===== src/rtl/bmp280_spi_responder_if.sv =====
// SPI pin bundle between an SPI master and the BMP280 responder.
interface bmp280_spi_responder_if;
  logic sclk;
  logic ss_n;
  logic mosi;
  logic miso;
  logic miso_oe;

  modport master (output sclk, ss_n, mosi, input miso, miso_oe);
  modport slave  (input sclk, ss_n, mosi, output miso, miso_oe);
endinterface


===== src/rtl/bmp280_spi_responder.sv =====
// BMP280 SPI-mode-0 register emulator with a forced/normal conversion timer.
// Pin edges act 3 clk later; no backpressure, the SPI master paces every transfer.
module bmp280_spi_responder #(
  parameter logic [7:0] CHIP_ID        = 8'h58,
  parameter int         MEAS_CYCLES    = 64,
  parameter int         STANDBY_CYCLES = 256
) (
  input  logic                  clk,
  input  logic                  n_rst,
  bmp280_spi_responder_if.slave spi,
  input  logic [19:0]           press_raw_in,
  input  logic [19:0]           temp_raw_in,
  output logic [7:0]            ctrl_meas_out,
  output logic [7:0]            config_out,
  output logic                  wr_strobe
);
  localparam int CMAX = (MEAS_CYCLES > STANDBY_CYCLES) ? MEAS_CYCLES : STANDBY_CYCLES;
  localparam int CW   = $clog2(CMAX + 1);
  localparam logic [19:0] RAW_RST = 20'h80000;

  typedef enum logic [2:0] {S_IDLE, S_CMD, S_RD, S_WR_DATA, S_WR_CMD} spi_state_t;
  typedef enum logic [1:0] {M_SLEEP, M_MEAS, M_STANDBY} meas_state_t;

  spi_state_t    state_q, state_d;
  meas_state_t   mstate_q, mstate_d;
  logic [2:0]    sclk_sync_q;
  logic [1:0]    ss_sync_q, mosi_sync_q;
  logic [2:0]    bit_cnt_q, bit_cnt_d;
  logic [6:0]    shift_q, shift_d, addr_q, addr_d;
  logic [7:0]    tx_q, tx_d, ctrl_q, ctrl_d, cfg_q, cfg_d;
  logic          miso_q, miso_d, wr_strobe_q;
  logic [19:0]   press_q, press_d, temp_q, temp_d;
  logic [19:0]   press_sh_q, press_sh_d, temp_sh_q, temp_sh_d;
  logic [CW-1:0] mcnt_q, mcnt_d;

  logic       sclk_rise, sclk_fall, ss_hi, mosi_b, rx_state, byte_done;
  logic [7:0] rx_byte;
  logic       wr_fire, ctrl_wr, cfg_wr, rst_wr, soft_rst;
  logic       abort, restart, conv_end, conv_done;
  logic [1:0] mode_w, eff_mode;
  logic       measuring, miso_o, miso_oe_o;

  function automatic logic [7:0] reg_read(input logic [6:0] a, input logic [19:0] p,
                                          input logic [19:0] t, input logic meas,
                                          input logic [7:0] c, input logic [7:0] g);
    case (a)
      7'h50:   reg_read = CHIP_ID;
      7'h73:   reg_read = {4'b0, meas, 3'b0};
      7'h74:   reg_read = c;
      7'h75:   reg_read = g;
      7'h77:   reg_read = p[19:12];
      7'h78:   reg_read = p[11:4];
      7'h79:   reg_read = {p[3:0], 4'h0};
      7'h7A:   reg_read = t[19:12];
      7'h7B:   reg_read = t[11:4];
      7'h7C:   reg_read = {t[3:0], 4'h0};
      default: reg_read = 8'h00;
    endcase
  endfunction

  always_ff @(posedge clk or negedge n_rst) begin
    if (!n_rst) begin
      sclk_sync_q <= '0;
      ss_sync_q   <= 2'b11;
      mosi_sync_q <= '0;
    end else begin
      sclk_sync_q <= {sclk_sync_q[1:0], spi.sclk};
      ss_sync_q   <= {ss_sync_q[0], spi.ss_n};
      mosi_sync_q <= {mosi_sync_q[0], spi.mosi};
    end
  end

  assign sclk_rise = sclk_sync_q[1] & ~sclk_sync_q[2];
  assign sclk_fall = ~sclk_sync_q[1] & sclk_sync_q[2];
  assign ss_hi     = ss_sync_q[1];
  assign mosi_b    = mosi_sync_q[1];
  assign rx_state  = (state_q == S_CMD) || (state_q == S_WR_DATA) || (state_q == S_WR_CMD);
  assign byte_done = sclk_rise && !ss_hi && rx_state && (bit_cnt_q == 3'd7);
  assign rx_byte   = {shift_q, mosi_b};
  assign wr_fire   = byte_done && (state_q == S_WR_DATA);
  assign ctrl_wr   = wr_fire && (addr_q == 7'h74);
  assign cfg_wr    = wr_fire && (addr_q == 7'h75);
  assign rst_wr    = wr_fire && (addr_q == 7'h60);
  assign soft_rst  = rst_wr && (rx_byte == 8'hB6);
  assign mode_w    = rx_byte[1:0];
  assign abort     = ctrl_wr && (mode_w == 2'b00);
  assign restart   = ctrl_wr && (mstate_q == M_MEAS) && ((mode_w == 2'b01) || (mode_w == 2'b10));
  assign conv_end  = (mstate_q == M_MEAS) && (mcnt_q == CW'(1));
  // A ctrl_meas write landing on the final conversion cycle takes precedence.
  assign conv_done = conv_end && !soft_rst && !abort && !restart;
  assign eff_mode  = ctrl_wr ? mode_w : ctrl_q[1:0];

  always_ff @(posedge clk or negedge n_rst) begin
    if (!n_rst) begin
      state_q  <= S_IDLE;
      mstate_q <= M_SLEEP;
    end else begin
      state_q  <= state_d;
      mstate_q <= mstate_d;
    end
  end

  always_comb begin
    state_d = state_q;
    if (ss_hi) begin
      state_d = S_IDLE;
    end else begin
      case (state_q)
        S_IDLE:    state_d = S_CMD;
        S_CMD:     if (byte_done) state_d = rx_byte[7] ? S_RD : S_WR_DATA;
        S_WR_DATA: if (byte_done) state_d = S_WR_CMD;
        S_WR_CMD:  if (byte_done) state_d = S_WR_DATA;
        default:   ;
      endcase
    end
  end

  always_comb begin
    mstate_d = mstate_q;
    if (soft_rst || abort) begin
      mstate_d = M_SLEEP;
    end else if (ctrl_wr && (mstate_q == M_SLEEP)) begin
      mstate_d = M_MEAS;
    end else if (!restart) begin
      case (mstate_q)
        M_MEAS:    if (conv_end) mstate_d = (eff_mode == 2'b11) ? M_STANDBY : M_SLEEP;
        M_STANDBY: if (mcnt_q == CW'(1)) mstate_d = M_MEAS;
        default:   ;
      endcase
    end
  end

  always_comb begin
    miso_oe_o = (state_q != S_IDLE);
    miso_o    = (state_q == S_RD) ? miso_q : 1'b0;
    measuring = (mstate_q == M_MEAS);
  end

  always_comb begin
    bit_cnt_d  = bit_cnt_q;
    shift_d    = shift_q;
    addr_d     = addr_q;
    tx_d       = tx_q;
    miso_d     = miso_q;
    press_sh_d = press_sh_q;
    temp_sh_d  = temp_sh_q;
    if (state_q == S_IDLE || ss_hi) begin
      bit_cnt_d = '0;
      miso_d    = 1'b0;
    end else begin
      if (sclk_rise && rx_state) begin
        shift_d   = rx_byte[6:0];
        bit_cnt_d = bit_cnt_q + 3'd1;
      end
      if (byte_done && state_q != S_WR_DATA) addr_d = rx_byte[6:0];
      // The whole read burst is served from a snapshot taken at the command byte.
      if (byte_done && state_q == S_CMD && rx_byte[7]) begin
        tx_d       = reg_read(rx_byte[6:0], press_q, temp_q, measuring, ctrl_q, cfg_q);
        press_sh_d = press_q;
        temp_sh_d  = temp_q;
      end
      if (sclk_fall && state_q == S_RD) begin
        miso_d    = tx_q[7];
        bit_cnt_d = bit_cnt_q + 3'd1;
        if (bit_cnt_q == 3'd7) begin
          addr_d = addr_q + 7'd1;
          tx_d   = reg_read(addr_q + 7'd1, press_sh_q, temp_sh_q, measuring, ctrl_q, cfg_q);
        end else begin
          tx_d = {tx_q[6:0], 1'b0};
        end
      end
    end
  end

  always_comb begin
    ctrl_d  = ctrl_q;
    cfg_d   = cfg_q;
    press_d = press_q;
    temp_d  = temp_q;
    if (soft_rst) begin
      ctrl_d  = '0;
      cfg_d   = '0;
      press_d = RAW_RST;
      temp_d  = RAW_RST;
    end else begin
      if (ctrl_wr)                                      ctrl_d = rx_byte;
      else if (conv_done && ctrl_q[1:0] != 2'b11)      ctrl_d = {ctrl_q[7:2], 2'b00};
      if (cfg_wr)                                       cfg_d  = rx_byte & 8'hFD;
      if (conv_done && ctrl_q[4:2] != 3'd0)             press_d = press_raw_in;
      if (conv_done && ctrl_q[7:5] != 3'd0)             temp_d  = temp_raw_in;
    end
    if (mstate_d == M_SLEEP)                                         mcnt_d = '0;
    else if (mstate_d == M_MEAS && (mstate_q != M_MEAS || restart))  mcnt_d = CW'(MEAS_CYCLES);
    else if (mstate_d == M_STANDBY && mstate_q != M_STANDBY)         mcnt_d = CW'(STANDBY_CYCLES);
    else                                                             mcnt_d = mcnt_q - CW'(1);
  end

  always_ff @(posedge clk or negedge n_rst) begin
    if (!n_rst) begin
      bit_cnt_q   <= '0;
      shift_q     <= '0;
      addr_q      <= '0;
      tx_q        <= '0;
      miso_q      <= 1'b0;
      wr_strobe_q <= 1'b0;
      ctrl_q      <= '0;
      cfg_q       <= '0;
      press_q     <= RAW_RST;
      temp_q      <= RAW_RST;
      press_sh_q  <= RAW_RST;
      temp_sh_q   <= RAW_RST;
      mcnt_q      <= '0;
    end else begin
      bit_cnt_q   <= bit_cnt_d;
      shift_q     <= shift_d;
      addr_q      <= addr_d;
      tx_q        <= tx_d;
      miso_q      <= miso_d;
      wr_strobe_q <= ctrl_wr | cfg_wr | rst_wr;
      ctrl_q      <= ctrl_d;
      cfg_q       <= cfg_d;
      press_q     <= press_d;
      temp_q      <= temp_d;
      press_sh_q  <= press_sh_d;
      temp_sh_q   <= temp_sh_d;
      mcnt_q      <= mcnt_d;
    end
  end

  assign spi.miso      = miso_o;
  assign spi.miso_oe   = miso_oe_o;
  assign ctrl_meas_out = ctrl_q;
  assign config_out    = cfg_q;
  assign wr_strobe     = wr_strobe_q;
endmodule


===== src/flat_wrapper.sv =====
// flat-port wrapper written by rule: the top's interface ports become plain ports
module bmp280_spi_responder_flat 
#(
  parameter logic [7:0] CHIP_ID        = 8'h58,
  parameter int         MEAS_CYCLES    = 64,
  parameter int         STANDBY_CYCLES = 256
)
  (clk, n_rst, press_raw_in, temp_raw_in, ctrl_meas_out, config_out, wr_strobe, spi_sclk, spi_ss_n, spi_mosi, spi_miso, spi_miso_oe);
  bmp280_spi_responder_if spi_i ();
  input  logic clk;
  input  logic n_rst;
  input  logic [19:0] press_raw_in;
  input  logic [19:0] temp_raw_in;
  output logic [7:0] ctrl_meas_out;
  output logic [7:0] config_out;
  output logic wr_strobe;
  input wire logic [$bits(spi_i.sclk)-1:0] spi_sclk;
  input wire logic [$bits(spi_i.ss_n)-1:0] spi_ss_n;
  input wire logic [$bits(spi_i.mosi)-1:0] spi_mosi;
  output wire logic [$bits(spi_i.miso)-1:0] spi_miso;
  output wire logic [$bits(spi_i.miso_oe)-1:0] spi_miso_oe;
  assign spi_i.sclk = spi_sclk;
  assign spi_i.ss_n = spi_ss_n;
  assign spi_i.mosi = spi_mosi;
  assign spi_miso = spi_i.miso;
  assign spi_miso_oe = spi_i.miso_oe;
  bmp280_spi_responder #(.CHIP_ID(CHIP_ID), .MEAS_CYCLES(MEAS_CYCLES), .STANDBY_CYCLES(STANDBY_CYCLES)) u_core (.clk(clk), .n_rst(n_rst), .spi(spi_i), .press_raw_in(press_raw_in), .temp_raw_in(temp_raw_in), .ctrl_meas_out(ctrl_meas_out), .config_out(config_out), .wr_strobe(wr_strobe));
endmodule

===== config.mk =====
export PLATFORM = sky130hd
export DESIGN_NAME = bmp280_spi_responder_flat
export DESIGN_NICKNAME = d
export VERILOG_FILES = /design/src/rtl/bmp280_spi_responder_if.sv /design/src/rtl/bmp280_spi_responder.sv /design/src/flat_wrapper.sv
export SDC_FILE = /design/constraint.sdc
export NUM_CORES = 1
export LEC_CHECK = 0
export CORE_AREA = 5 5 130 132
export CTS_BUF_LIST = sky130_fd_sc_hd__clkbuf_8
export DETAILED_ROUTE_END_ITERATION = 12
export DIE_AREA = 0 0 135 137
export PLACE_DENSITY = 0.79
export RECOVER_POWER = 25
export SLEW_MARGIN = 20
export SYNTH_ARGS = -nofsm -noshare
export SYNTH_HDL_FRONTEND = slang
export SYNTH_SLANG_ARGS = --single-unit

===== constraint.sdc =====
create_clock -name clk -period 2.9 [get_ports clk]
set_input_delay 0.58 -clock clk [delete_from_list [all_inputs] [get_ports clk]]
set_output_delay 0.58 -clock clk [all_outputs]
set_load 0.005 [all_outputs]

==> results_dict.tcl, run 1 <==
set metrics [dict create \
    status "finished, violations left" \
    setup_viol 0 \
    r2r_end "u_core.mcnt_q[2]" \
    cts_resized 0 \
    ys_seq_elements 143 \
    clk_pin_slew_ns 0.08 \
    muxShareOfSynthArea_pct 9.46 \
    yosysWarnings 0 \
    dp_hpwl_um 16200 \
    grt_pass1_wl_um 35800 \
    antenna_found_initial 0 \
    ant_nets 0 \
    report.final.slew_viol_count 46 \
    drc 0 \
    drtIter0Drc 911 \
    ys_types 77 \
    fin_skew_ns 0.00984 \
    vdd_ir_drop_max_uv 336 \
    cts_buffer_depth 2 \
    yosys.area_share.simple_pct 20.2 \
    yosys-top-cells-count "137 x dfrtp_1, 129 x nand2_1, 57 x nand3_1" \
    start_kind "register" \
    yosysMostFrequentCell "dfrtp_1" \
    place_ws_ns 0.133 \
    endpoint_kind "register" \
    post_cts_buffers 0 \
    required_ns 3.25 \
    cp_cell_sequence "inv_1 > ha_1 > nand2_1 > or4_1 > o21a_1 > a32oi_1 > nor3b_2 > o22ai_4 > nor2_1" \
    vias_per_cell 6.14 \
    grt_max_degree 67 \
    fin_crit_sh_pct 94.0 \
    hold_viol_final 0 \
    leakage_uw 0.00383 \
    critPathKind "register to register" \
    dr_wl_met3_um 2070 \
    tightestPinTransition_ns 2.10 \
    whs_path_depth 0 \
    yosys.area.top_type "dfrtp_1" \
    finalCriticalPeriod_ns 2.73 \
    power.density_nw_per_um2 445 \
    pin_count 64 \
    vias 6691 \
    cts_root_buf "clkbuf_8" \
    dr.max_layer_used "met4" \
    worstRegToRegCells 9 \
    grt_overflow 0 \
    die_h_um 137 \
    wl_um 22100 \
    start_util_pct 49.2 \
    clk_latency_ns 0.47 \
    crit_slowest_cell "or4_1" \
    rsz0062_at_grt "false" \
    violations "capacitance limit, slew limit" \
    relSlewSlack_pct -40.3 \
    setup_ws_ns 0.175 \
    syn-cell-area_sq_um 7680 \
    fin_worst_hold_slack_ns 0.359 \
    track_usage_pct 24.8 \
    dr_wl_met2_um 9850 \
    cts.sinks 143 \
    worst_ep_arrival_time_ns 3.07 \
    synth_xor_area_share_pct 0.798 \
    reg2reg_from "u_core.mosi_sync_q[1]" \
    wl_per_cell_um 20.3 \
    fin_tns_setup_ns 0 \
    cts_tree "built" \
    htreeDepth 4 \
    rrSetupSlack_ns 0.17 \
    numCtsBuffers 17 \
    async_flop_share_pct 100 \
    synth.avg_cell_area_sq_um 9.61 \
    synth_top_area_share_pct 44.6 \
    seq_area_frac_synth_pct 46.7 \
    n_antenna_cell 0 \
    syn-instance-count 799 \
    hold_buffers 0 \
    synth-edff-count 0 \
    slowest_delay_ns 0.56 \
    gp_congestion 1.01 \
    final_nets 921 \
    synth_compound_area_share_pct 15.7 \
    max_cap_violations 1 \
    hold_path_startpoint "u_core.mosi_sync_q[0]" \
    hp-class "register to register" \
    min_to "u_core.mosi_sync_q[1]" \
    crit_fanout 7 \
    die-area_sq_um 18500 \
    fmax_mhz 367 \
    synth_adder_area_share_pct 2.61 \
    fp.dieW_um 135 \
    area_delta_synth_final_pct 17.2 \
    core_sq_um 15600 \
    portBuffers 62 \
    yosys-top-cells-area "dfrtp_1 45%, mux2_2 6.6%, nand2_1 6.3%, nand3_1 3.7%, mux2i_1 2.9%" \
    drt_pass1_iterations 7 \
    final_layout_size_suffix_gt1_share_pct 15.6 \
    ys.flop_type "dfrtp_1" \
    placementRows 46 \
    synth_nets 860 \
    synth_top_family_by_area "simple AND/OR/NAND/NOR gates" \
    grt_pass1_vias 6539 \
    wl_met1_um 9440 \
]
[flip-flops by register name, summed over array words and instances (netlist names)]
signal,count
u_core.mcnt_q,9
u_core.shift_q,7
u_core.config_out,7
u_core.mstate_q,2
u_core.bit_cnt_q,3
u_core.sclk_sync_q,3
u_core.mosi_sync_q,2
u_core.press_q,20
u_core.press_sh_q,20
u_core.tx_q,8
u_core.ctrl_meas_out,8
u_core.wr_strobe,1
u_core.addr_q,7
u_core.ss_sync_q,2
u_core.state_q,3
u_core.temp_q,20
u_core.temp_sh_q,20
u_core.miso_q,1
[power breakdown]
part           leakage (uW)  internal [uW]  switching (uW)
Combinational       0.00186            125             143
Sequential          0.00176           2030            81.3
Clock              0.000204            801             835
[placed cells by master, fill, tap and decap left out, types with 4 or more instances in the layout]
cell type          n
o211ai_1           4
o22ai_1           10
clkbuf_8          18
a221oi_1           7
nor2_1            56
o21ai_0           31
nor2b_1            7
a21oi_1           29
o21bai_1           5
o21ai_1            5
and3_1             8
mux2_2            45
a22oi_1           19
a22o_1             5
o31ai_1            4
dfstp_2            6
inv_6              4
mux2i_1           21
o22a_1             9
clkdlybuf4s50_1   58
nand2b_1           5
a222oi_1          10
nor4_1             4
nor3_1             7
inv_1             21
nand4_1           10
buf_4             30
nand3_1           57
xnor2_1            4
dfrtp_1          137
ha_1              15
nand2_1          129
a31oi_1            8
[metrics by stage]
| stage | utilization, % | total power (uW) | area (sq um) | std cells |
|---|---|---|---|---|
| after floorplan | - | 2240 | 7680 | 799 |
| after global placement | 55.1 | 2400 | 8600 | 1057 |
| after detailed placement | 55.1 | 2410 | 8600 | 1057 |
| after CTS | 57.7 | 4020 | 9000 | 1089 |
| after global routing | 57.7 | 4160 | 9000 | 1089 |
| final | 57.7 | 4010 | 9000 | 1089 |
[final cells by class]
| cell class | count | area, sq um |
|---|---|---|
| clock buffer | 18 | 248 |
| clock inverter | 14 | 156 |
| fill | 1300 | 6590 |
| inverter | 20 | 75.1 |
| multi-input combinational | 583 | 3770 |
| sequential | 143 | 3590 |
| tap | 216 | 270 |
| timing repair buffer | 95 | 897 |
[logic make-up (layout without fill, tap and decap cells)]
family,Yosys count,count (layout)
adder cells (fa/ha/maj),16,16
AND/OR/NAND/NOR,321,321
AO/OA/AOI/OAI,171,171
multiplexers,67,67
XOR/XNOR,7,7
flip-flops,143,143
other,1,1
buffers and inverters,73,147
[how the worst max path moves through the flow]
stage	from	endpoint	slack, ns	depth (start not counted)
final	u_core.mosi_sync_q[1]	u_core.mcnt_q[2]	0.17	9
after global routing	u_core.bit_cnt_q[0]	u_core.temp_q[14]	0.0005	9
after CTS	u_core.addr_q[1]	u_core.tx_q[3]	0.10	8
after detailed placement	u_core.addr_q[1]	u_core.tx_q[3]	0.13	8
after global placement	u_core.addr_q[1]	u_core.tx_q[3]	0.13	8
after floorplan	u_core.bit_cnt_q[0]	u_core.press_q[18]	0.34	12
[critical path, delay by kind of cell, from the launching register on]
kind / cells / cell delay, ns
AO/OA/AOI/OAI: 3 / 0.75
AND/OR/NAND/NOR: 4 / 0.85
flip-flops: 1 / 0.50
adder cells (fa/ha/maj): 1 / 0.35
buffers and inverters: 1 / 0.15
[layer usage]
layer	up-vias	global-route usage, %
met2	390	38.1
li1	3027	-
met3	54	5.37
met5	-	0
met4	0	9.01
met1	3220	34.8
Power figures use the tool's default switching activity.
==> run 2, diff against run 1 <==
CTS_CLUSTER_DIAMETER = 50   (was default)
==> results of run 2 <==
Same layout as run 1: the final DEF is identical, and so are final timing and power.
==> run 3, diff against run 2 <==
CORE_AREA = 5 5 111 155   (was 5 5 130 132)
DIE_AREA = 0 0 116 160   (was 0 0 135 137)
REMOVE_ABC_BUFFERS = 1   (was default)
==> results_dict.tcl, run 3 (synthesis gave the netlist of run 1 again) <==
set metrics [dict create \
    status "finished, violations left" \
    violations "capacitance limit, slew limit" \
    clkPwrFrac_pct 41.5 \
    vdd_ir_drop_max_uv 508 \
    wl_um 22900 \
    area_delta_synth_final_pct 18.8 \
    vias 6915 \
    fin_tns_setup_ns 0 \
    wl_per_cell_um 21.0 \
    critPathKind "register to register" \
    start_util_pct 49.4 \
    report.final.slew_viol_count 68 \
    grt_pass1_wl_um 36500 \
    mostFrequentLayoutCell "dfrtp_1" \
    worst_ep_arrival_time_ns 3.06 \
    antenna_found_initial 0 \
    track_usage_pct 25.2 \
    n_antenna_cell 0 \
    clk_latency_ns 0.45 \
    portBuffers 62 \
    grt_max_degree 68 \
    dp_cells 1054 \
    cts.sinks 143 \
    grt_pass1_vias 7039 \
    fillers 1291 \
    seqPwrFrac_pct 50.7 \
    start_kind "register" \
    max_cap_violations 1 \
    final_layout_size_suffix_gt1_share_pct 17.3 \
    fmax_mhz 366 \
    cts_root_buf "clkbuf_8" \
    rsz0062_at_grt "false" \
    endpoint_kind "register" \
    fp.dieW_um 116 \
    p_int_uw 3040 \
    drc 0 \
    core_sq_um 15500 \
    tightestPinTransition_ns 1.74 \
    setup_viol 0 \
    power.switching_uw 1090 \
    fin_skew_ns 0.0193 \
    vias_per_cell 6.34 \
    hold_viol_final 0 \
    ant_nets 0 \
    cts_buffer_depth 2 \
    pin_count 64 \
    die_h_um 160 \
    numCtsBuffers 17 \
    final_cell_count_no_fill 1090 \
    power.density_nw_per_um2 452 \
    clk_pin_slew_ns 0.08 \
    fin_crit_sh_pct 94.2 \
    relSlewSlack_pct -15.7 \
    finalCriticalPeriod_ns 2.73 \
    htreeDepth 4 \
    leakage_uw 0.00394 \
    die-area_sq_um 18600 \
    drtIter0Drc 737 \
    crit_fanout 16 \
    p_sw_share_pct 26.3 \
    placementRows 54 \
    drt_pass1_iterations 6 \
    hold_buffers 0 \
    power_frac_comb_pct 7.8 \
    mostFrequentLayoutCells "137 x dfrtp_1, 129 x nand2_1, 58 x clkdlybuf4s50_1, 57 x nand3_1, 55 x nor2_1" \
    hp-class "register to register" \
    cts_tree "built" \
    final_nets 942 \
    grt_overflow 0 \
    gp_congestion 1.00 \
    dp_hpwl_um 16200 \
    required_ns 3.23 \
]
run 3: changes by cell type in the layout (fill, tap and decap cells not counted), sizes merged:
cell,change
clkinv,-2
clkdlybuf4s25,-1
inv,+2
clkbuf,+3
buf,+18
bufinv,+1
run 3: routing by layer:
layer | vias up | part of all wire [%] | global-route usage [%]
met1 | 3374 | 37 | 29.7
met4 | 0 | 6.0 | 14.1
met5 | - | 0 | 0
met2 | 365 | 50 | 42.3
met3 | 116 | 6.8 | 4.88
li1 | 3060 | - | -
run 3: area by class of cell:
type                    instances  area (sq um)  area share [%]
multi-input cells             583          3780            41.4
flip-flops and latches        143          3590            39.3
clock inverters                15           183            2.00
clock buffers                  17           234            2.56
inverters                      20          75.1           0.822
well taps                     196           245            2.69
repair buffers                116          1020            11.2
run 3: timing repair:
| action | 4_1_cts | 5_1_grt |
|---|---|---|
| buffers inserted | 0 | 4 |
| endpoints found under the setup margin | 0 | 39 |
| resized for setup | 0 | 3 |
run 3: final timing paths:
check / from / slack, ns / depth (start not counted) / end
min in group asynchronous: n_rst / 0.61 / 1 / u_core.press_q[14]
worst min-delay path: u_core.ss_sync_q[0] / 0.36 / 0 / u_core.ss_sync_q[1]
worst max register to register: u_core.bit_cnt_q[0] / 0.17 / 10 / u_core.temp_q[1]
worst max-delay path: u_core.bit_cnt_q[0] / 0.17 / 10 / u_core.temp_q[1]
worst min register to register: u_core.ss_sync_q[0] / 0.36 / 0 / u_core.ss_sync_q[1]
max in group asynchronous: n_rst / 0.59 / 2 / u_core.temp_q[13]
run 3: power groups by stage:
stage          Combinational (uW)  Clock, uW  Sequential [uW]
2_1_floorplan                 114          0             2110
3_3_place_gp                  318          0             2120
3_5_place_dp                  320          0             2120
4_1_cts                       326       1720             2090
5_1_grt                       352       1810             2090
6_report                      322       1710             2090
run 3: per-stage QoR:
step / util (%) / power (uW) / setup slack, ns / cell area [sq um] / hold WS, ns
CTS: 58.7 / 4130 / 0.0417 / 9120 / 0.171
global route: 58.7 / 4260 / 0.0100 / 9130 / 0.360
global placement: 56.0 / 2440 / 0.157 / 8710 / 0.338
floorplan: - / 2230 / -1.10 / 7410 / 0.284
finish: 58.7 / 4120 / 0.169 / 9130 / 0.361
detailed placement: 56.0 / 2440 / 0.0636 / 8710 / 0.337
run 3: worst max-delay path, stage by stage, from the launching register on:
cell and delay, ns:
dfrtp_1 0.38, ha_1 0.17, ha_1 0.22, nand4bb_1 0.15, or3_4 0.43, or4_4 0.58
nand3_2 0.14, nor2_1 0.12, buf_4 0.26, nand2_1 0.10, nand2_1 0.05
